==> config.mk <==
export PLATFORM = sky130hd
export DESIGN_NAME = stat_dump_flat
export DESIGN_NICKNAME = d
export VERILOG_FILES = /design/src/rtl/stat_pkg.sv /design/src/rtl/stat_dump_if.sv /design/src/rtl/stat_dump.sv /design/src/flat_wrapper.sv
export SDC_FILE = /design/constraint.sdc
export NUM_CORES = 1
export LEC_CHECK = 0
export CAP_MARGIN = 20
export CELL_PAD_IN_SITES_DETAIL_PLACEMENT = 1
export CELL_PAD_IN_SITES_GLOBAL_PLACEMENT = 1
export CORE_MARGIN = 3
export CORE_UTILIZATION = 35
export DETAILED_ROUTE_END_ITERATION = 7
export PLACE_DENSITY = 0.8
export SETUP_SLACK_MARGIN = 0.4
export SYNTH_ARGS = -nofsm -noshare
export SYNTH_HDL_FRONTEND = slang
export SYNTH_SLANG_ARGS = --single-unit
==> constraint.sdc <==
create_clock -name clk -period 2.3 [get_ports clk]
set_input_delay 0.345 -clock clk [delete_from_list [all_inputs] [get_ports clk]]
set_output_delay 0.345 -clock clk [all_outputs]
set_load 0.02 [all_outputs]
==> src/rtl/stat_pkg.sv <==
// Shared types and constants for the statistics RAM dump path.
// Imported by the dump interface and the dump controller.
package stat_pkg;

    typedef enum logic [2:0] {
        ST_IDLE,
        ST_SWAP,
        ST_SETTLE,
        ST_RD_REQ,
        ST_RD_WAIT,
        ST_OUT,
        ST_CLR,
        ST_DONE
    } stat_state_e;

    localparam int         STAT_NBINS        = 240;
    localparam int         STAT_BLK_WORDS    = 256;
    localparam logic [7:0] STAT_SEMI_OVF_IDX = 8'hf4;
    localparam logic [7:0] STAT_OVF_IDX      = 8'hfc;
    localparam int         STAT_ADDR_W       = 9;
    localparam int         STAT_DATA_W       = 32;

endpackage

==> src/rtl/stat_dump_if.sv <==
// Valid/ready word stream carrying dumped statistics words and their index.
// The dump controller drives the master side, the upload FIFO the slave side.
interface stat_dump_if;
    import stat_pkg::*;

    logic [STAT_DATA_W-1:0] dout;
    logic [7:0]             dout_idx;
    logic                   dout_valid;
    logic                   dout_ready;

    modport master (output dout, output dout_idx, output dout_valid, input dout_ready);
    modport slave  (input dout, input dout_idx, input dout_valid, output dout_ready);

endinterface

==> src/rtl/stat_dump.sv <==
// Reader side of the statistics accumulator RAM: swaps the working block,
// waits for the collector to drain, then streams and clears the idle block.
module stat_dump
    import stat_pkg::*;
#(
    parameter int RD_LAT        = 1,
    parameter int SETTLE_CYCLES = 16,
    parameter int NWORDS        = 256,
    parameter int CLEAR_ON_READ = 1
) (
    input  logic                   clk,
    input  logic                   rst_n,
    input  logic                   start_i,
    output logic                   ram_blk_sel_o,
    output logic [STAT_ADDR_W-1:0] ram_addr_o,
    output logic [STAT_DATA_W-1:0] ram_data_o,
    output logic                   ram_cs_o,
    output logic                   ram_we_o,
    input  logic [STAT_DATA_W-1:0] ram_data_i,
    stat_dump_if.master            dout_if,
    output logic                   busy_o,
    output logic                   done_o,
    output logic                   ovf_o,
    output logic                   semi_ovf_o
);

    localparam int              SETTLE_W    = (SETTLE_CYCLES > 1) ? $clog2(SETTLE_CYCLES + 1) : 1;
    localparam logic [SETTLE_W-1:0] SETTLE_LOAD = SETTLE_W'(SETTLE_CYCLES - 1);
    localparam logic [1:0]      LAT_LOAD    = 2'(RD_LAT - 1);
    localparam logic [7:0]      LAST_IDX    = 8'(NWORDS - 1);

    stat_state_e             state_q;
    logic                    blk_sel_q;
    logic                    dump_blk_q;
    logic [7:0]              idx_q;
    logic [SETTLE_W-1:0]     settle_q;
    logic [1:0]              lat_q;
    logic [STAT_ADDR_W-1:0]  addr_q;
    logic                    cs_q;
    logic                    we_q;
    logic [STAT_DATA_W-1:0]  dout_q;
    logic [7:0]              dout_idx_q;
    logic                    valid_q;
    logic                    busy_q;
    logic                    done_q;
    logic                    ovf_q;
    logic                    semi_ovf_q;

    logic                    idx_last;
    logic [7:0]              idx_nxt;

    assign idx_last = (idx_q == LAST_IDX);
    assign idx_nxt  = idx_q + 8'd1;

    // All RAM and stream outputs are registered; each transition sets up the
    // strobes for the state being entered, so cs/we default low every cycle.
    always_ff @(posedge clk or negedge rst_n) begin
        if (!rst_n) begin
            state_q    <= ST_IDLE;
            blk_sel_q  <= 1'b0;
            dump_blk_q <= 1'b0;
            idx_q      <= '0;
            settle_q   <= '0;
            lat_q      <= '0;
            addr_q     <= '0;
            cs_q       <= 1'b0;
            we_q       <= 1'b0;
            dout_q     <= '0;
            dout_idx_q <= '0;
            valid_q    <= 1'b0;
            busy_q     <= 1'b0;
            done_q     <= 1'b0;
            ovf_q      <= 1'b0;
            semi_ovf_q <= 1'b0;
        end else begin
            cs_q   <= 1'b0;
            we_q   <= 1'b0;
            done_q <= 1'b0;
            unique case (state_q)
                ST_IDLE: begin
                    if (start_i) begin
                        dump_blk_q <= blk_sel_q;
                        ovf_q      <= 1'b0;
                        semi_ovf_q <= 1'b0;
                        busy_q     <= 1'b1;
                        state_q    <= ST_SWAP;
                    end
                end
                ST_SWAP: begin
                    blk_sel_q <= ~blk_sel_q;
                    idx_q     <= '0;
                    settle_q  <= SETTLE_LOAD;
                    state_q   <= ST_SETTLE;
                end
                ST_SETTLE: begin
                    if (settle_q == '0) begin
                        cs_q    <= 1'b1;
                        addr_q  <= {dump_blk_q, idx_q};
                        state_q <= ST_RD_REQ;
                    end else begin
                        settle_q <= settle_q - 1'b1;
                    end
                end
                ST_RD_REQ: begin
                    lat_q   <= LAT_LOAD;
                    state_q <= ST_RD_WAIT;
                end
                ST_RD_WAIT: begin
                    if (lat_q == '0) begin
                        dout_q     <= ram_data_i;
                        dout_idx_q <= idx_q;
                        valid_q    <= 1'b1;
                        state_q    <= ST_OUT;
                    end else begin
                        lat_q <= lat_q - 1'b1;
                    end
                end
                ST_OUT: begin
                    if (dout_if.dout_ready) begin
                        valid_q <= 1'b0;
                        if (dout_idx_q == STAT_SEMI_OVF_IDX && dout_q != '0) semi_ovf_q <= 1'b1;
                        if (dout_idx_q == STAT_OVF_IDX && dout_q != '0)      ovf_q      <= 1'b1;
                        if (CLEAR_ON_READ != 0) begin
                            cs_q    <= 1'b1;
                            we_q    <= 1'b1;
                            addr_q  <= {dump_blk_q, idx_q};
                            state_q <= ST_CLR;
                        end else if (idx_last) begin
                            done_q  <= 1'b1;
                            state_q <= ST_DONE;
                        end else begin
                            idx_q   <= idx_nxt;
                            cs_q    <= 1'b1;
                            addr_q  <= {dump_blk_q, idx_nxt};
                            state_q <= ST_RD_REQ;
                        end
                    end
                end
                ST_CLR: begin
                    if (idx_last) begin
                        done_q  <= 1'b1;
                        state_q <= ST_DONE;
                    end else begin
                        idx_q   <= idx_nxt;
                        cs_q    <= 1'b1;
                        addr_q  <= {dump_blk_q, idx_nxt};
                        state_q <= ST_RD_REQ;
                    end
                end
                ST_DONE: begin
                    busy_q  <= 1'b0;
                    state_q <= ST_IDLE;
                end
                default: state_q <= ST_IDLE;
            endcase
        end
    end

    assign ram_blk_sel_o      = blk_sel_q;
    assign ram_addr_o         = addr_q;
    assign ram_data_o         = '0;
    assign ram_cs_o           = cs_q;
    assign ram_we_o           = we_q;
    assign dout_if.dout       = dout_q;
    assign dout_if.dout_idx   = dout_idx_q;
    assign dout_if.dout_valid = valid_q;
    assign busy_o             = busy_q;
    assign done_o             = done_q;
    assign ovf_o              = ovf_q;
    assign semi_ovf_o         = semi_ovf_q;

endmodule
==> src/flat_wrapper.sv <==
// flat-port wrapper written by rule: the top's interface ports become plain ports
module stat_dump_flat import stat_pkg::*;
#(
    parameter int RD_LAT        = 1,
    parameter int SETTLE_CYCLES = 16,
    parameter int NWORDS        = 256,
    parameter int CLEAR_ON_READ = 1
)
  (clk, rst_n, start_i, ram_blk_sel_o, ram_addr_o, ram_data_o, ram_cs_o, ram_we_o, ram_data_i, busy_o, done_o, ovf_o, semi_ovf_o, dout_if_dout, dout_if_dout_idx, dout_if_dout_valid, dout_if_dout_ready);
  stat_dump_if dout_if_i ();
  input  logic clk;
  input  logic rst_n;
  input  logic start_i;
  output logic ram_blk_sel_o;
  output logic [STAT_ADDR_W-1:0] ram_addr_o;
  output logic [STAT_DATA_W-1:0] ram_data_o;
  output logic ram_cs_o;
  output logic ram_we_o;
  input  logic [STAT_DATA_W-1:0] ram_data_i;
  output logic busy_o;
  output logic done_o;
  output logic ovf_o;
  output logic semi_ovf_o;
  output wire logic [$bits(dout_if_i.dout)-1:0] dout_if_dout;
  output wire logic [$bits(dout_if_i.dout_idx)-1:0] dout_if_dout_idx;
  output wire logic [$bits(dout_if_i.dout_valid)-1:0] dout_if_dout_valid;
  input wire logic [$bits(dout_if_i.dout_ready)-1:0] dout_if_dout_ready;
  assign dout_if_dout = dout_if_i.dout;
  assign dout_if_dout_idx = dout_if_i.dout_idx;
  assign dout_if_dout_valid = dout_if_i.dout_valid;
  assign dout_if_i.dout_ready = dout_if_dout_ready;
  stat_dump #(.RD_LAT(RD_LAT), .SETTLE_CYCLES(SETTLE_CYCLES), .NWORDS(NWORDS), .CLEAR_ON_READ(CLEAR_ON_READ)) u_core (.clk(clk), .rst_n(rst_n), .start_i(start_i), .ram_blk_sel_o(ram_blk_sel_o), .ram_addr_o(ram_addr_o), .ram_data_o(ram_data_o), .ram_cs_o(ram_cs_o), .ram_we_o(ram_we_o), .ram_data_i(ram_data_i), .dout_if(dout_if_i), .busy_o(busy_o), .done_o(done_o), .ovf_o(ovf_o), .semi_ovf_o(semi_ovf_o));
endmodule
==> flow_metrics.tcl <==
set metrics [dict create \
    grt_overflow 0 \
    cts_buffer_depth 2 \
    num_io_pins 125 \
    grt_max_degree 45 \
    ys_warn_count 0 \
    rows 36 \
    dieArea_um2 11620 \
    routedWlPerCell_um 17.31 \
    finalSetupViolCount 0 \
    ir_drop_v 0.0007505 \
    grt_pass1_vias 2997 \
    grt_antenna_before_repair 0 \
    required_ps 2540 \
    clock_skew_ps 8.508 \
    endpoint_kind "flip-flop" \
    syn_avg_cell_area_um2 11.82 \
    power.leakage_nw 2.219 \
    syn_area_um2 3627 \
    gp_congestion 0.7977 \
    drc 0 \
    worst_ep_arrival_time_ps 2370 \
    seqCellArea_um2 1902 \
    drt_pre_antenna_iters 4 \
    die_h_um 107.8 \
    die_w_um 107.8 \
    cts.sinks 76 \
    drt-initial-drc-count 71 \
    antenna_left 0 \
    synth_top_area_cell "dfrtp_1" \
    grt_pass1_wl_um 15570 \
    nNetsFinal 467 \
    cts-root-buf "clkbuf_8" \
    yosysSeqAreaShare_pct 52.43 \
    worstSetupPathType "reg -> reg" \
    num_vias 2722 \
    syn-instance-count 307 \
    viasPerCell 4.852 \
    cts_tree "done" \
    synth_edf_count 0 \
    clk_latency_ps 360 \
    cts_htree_levels 3 \
    clkTransAtPathRegs_ps 90 \
    rsz0062_at_grt "true" \
    cp-start-kind "flip-flop" \
    n_fill_cell 1091 \
    r2r_cells 7 \
    critPathMaxFanout 5 \
    antenna_cells 0 \
    fin_area_um2 5106 \
    syn_to_final_growth_pct 40.77 \
    track_usage_pct 17.50 \
    core_area_um2 9910 \
    finalCriticalPeriod_ps 2128 \
    min_path_type "in -> async" \
    wirelength_um 9712 \
    tns_ps 0 \
    status "completed" \
    drive_gt1_share_pct 25.70 \
    yosysTopAreaCellShare_pct 52.43 \
    finalHoldViolations 0 \
    placed_area_um2 4669 \
    period_share_pct 92.51 \
    power.density_nw_per_um2 1243 \
    drv_cap 0 \
    tritoncts.num_buffers 9 \
    async_flop_share_pct 100.0 \
    yosysUniqueCellTypes 43 \
    multi_input_area_um2 1628 \
    start_util_pct 36.60 \
    synthFlopType "dfrtp_1" \
    maxSlewViolCount 0 \
    port_buffers 92 \
    clock.fmax_mhz 470.0 \
    synth_seq_cells 76 \
    synthTopCellsByArea "dfrtp_1, mux2_2, buf_4" \
    hpwl_um 6775 \
]
## layout make-up
type | instances | share of cell area, %
clock buffer | 10 | 2.695
clock inverter | 6 | 1.691
inverter | 12 | 0.8821
multi-input combinational | 208 | 31.88
sequential | 76 | 37.25
tap | 133 | 3.259
timing repair buffer | 116 | 22.35
## state kept, by name, indices dropped and copies added (netlist names), 2 cells and up
register,flops
u_core.dout_if.dout,32
u_core.dout_if.dout_idx,8
u_core.idx_q,8
u_core.lat_q,2
u_core.ram_addr_o,9
u_core.settle_q,5
u_core.state_q,3
## cells in the final DEF, fill, tap and decap left out, types with 4 or more instances in the layout
master           netlist  final
buf_4                 32     18
buf_6                  0      4
clkbuf_8               0     10
clkdlybuf4s50_1        0     91
conb_1                 1     32
dfrtp_1               76     76
ha_1                   8      4
inv_1                 12      9
mux2_2                50     41
mux2_4                 0      9
nand2_1               19     18
nand3_1                7      5
nand4_1                4      4
nor2_1                 7      7
nor3_1                 4      4
nor4_1                10     10
o21ai_0               16     14
xnor2_1                5      5
xor2_1                 6      6
## power by group
group	total [W]	switching, W	internal (W)
clock network	0.00117	0.000529	0.000641
logic	0.00301	0.00146	0.00156
registers	0.00216	0.000380	0.00178
## routing by layer
layer,track usage [%],up-vias,part of all wire (%)
met5,0,-,0
met4,7.124,0,2.1
met3,7.618,16,8.7
met1,20.87,1369,41
li1,-,1243,-
met2,27.66,94,48
## what timing repair did
action	in CTS	in global routing
setup endpoints to repair	12	14
hold buffers	1	0
cloned	1	0
buffers inserted	5	5
gates resized for setup	11	21
pin swaps	0	2
hold endpoints to repair	32	0
## path summary, 6_finish.rpt
path                                                 from                                   to  slack, ps
hold / removal                                      rst_n  u_core.dout_if.dout[31]$_DFFE_PN0P_        450
setup reg to reg           u_core.settle_q[0]$_DFFE_PN0P_     u_core.ram_addr_o[5]$_DFFE_PN0P_        170
hold reg to reg                 u_core.busy_o$_DFFE_PN0P_            u_core.busy_o$_DFFE_PN0P_        480
setup / recovery           u_core.settle_q[0]$_DFFE_PN0P_     u_core.ram_addr_o[5]$_DFFE_PN0P_        170
min in group clk                u_core.busy_o$_DFFE_PN0P_            u_core.busy_o$_DFFE_PN0P_        480
max in group asynchronous                           rst_n            u_core.busy_o$_DFFE_PN0P_       1260
## stage by stage
step	total power (W)	hold WS [ps]	setup WS, ps	util [%]	instances
finish	0.006345	454.1	172.3	51.53	561
global route	0.006730	491.7	123.0	51.53	561
CTS	0.006238	454.1	276.8	50.24	556
detailed placement	0.004936	316.8	197.7	47.12	533
global placement	0.004846	318.2	267.9	47.12	533
floorplan	0.003676	49.41	271.0	-	338
## cells in the mapped netlist (2+ instances only)
cell / instances
a21oi_1: 3
nand2b_1: 3
mux2_2: 50
nor3_1: 4
xnor2_1: 5
buf_4: 32
nor4_1: 10
o211ai_1: 2
xor2_1: 6
mux2i_1: 3
a31oi_1: 3
ha_1: 8
inv_1: 12
a22o_1: 3
o21ai_0: 16
clkbuf_1: 9
nor2b_1: 3
nand3_1: 7
dfrtp_1: 76
nand4_1: 4
o21a_1: 2
nor2_1: 7
nand2_1: 19
## logic make-up after synthesis
group,synth area share (%)
simple gates,9.970
xor+xnor,2.656
mux,16.35
compound gates,6.796
buf+inv,8.934
flops,52.43
other cells,0.1034
fa+ha+maj,2.760
## critical path: stages (launching register included)
cell and delay [ps]:
dfrtp_1 410, inv_2 90, ha_4 130, or4b_4 460
and2_4 170, nor3_4 250, buf_6 190, mux2_4 300
(Power assumes the default switching activity.)
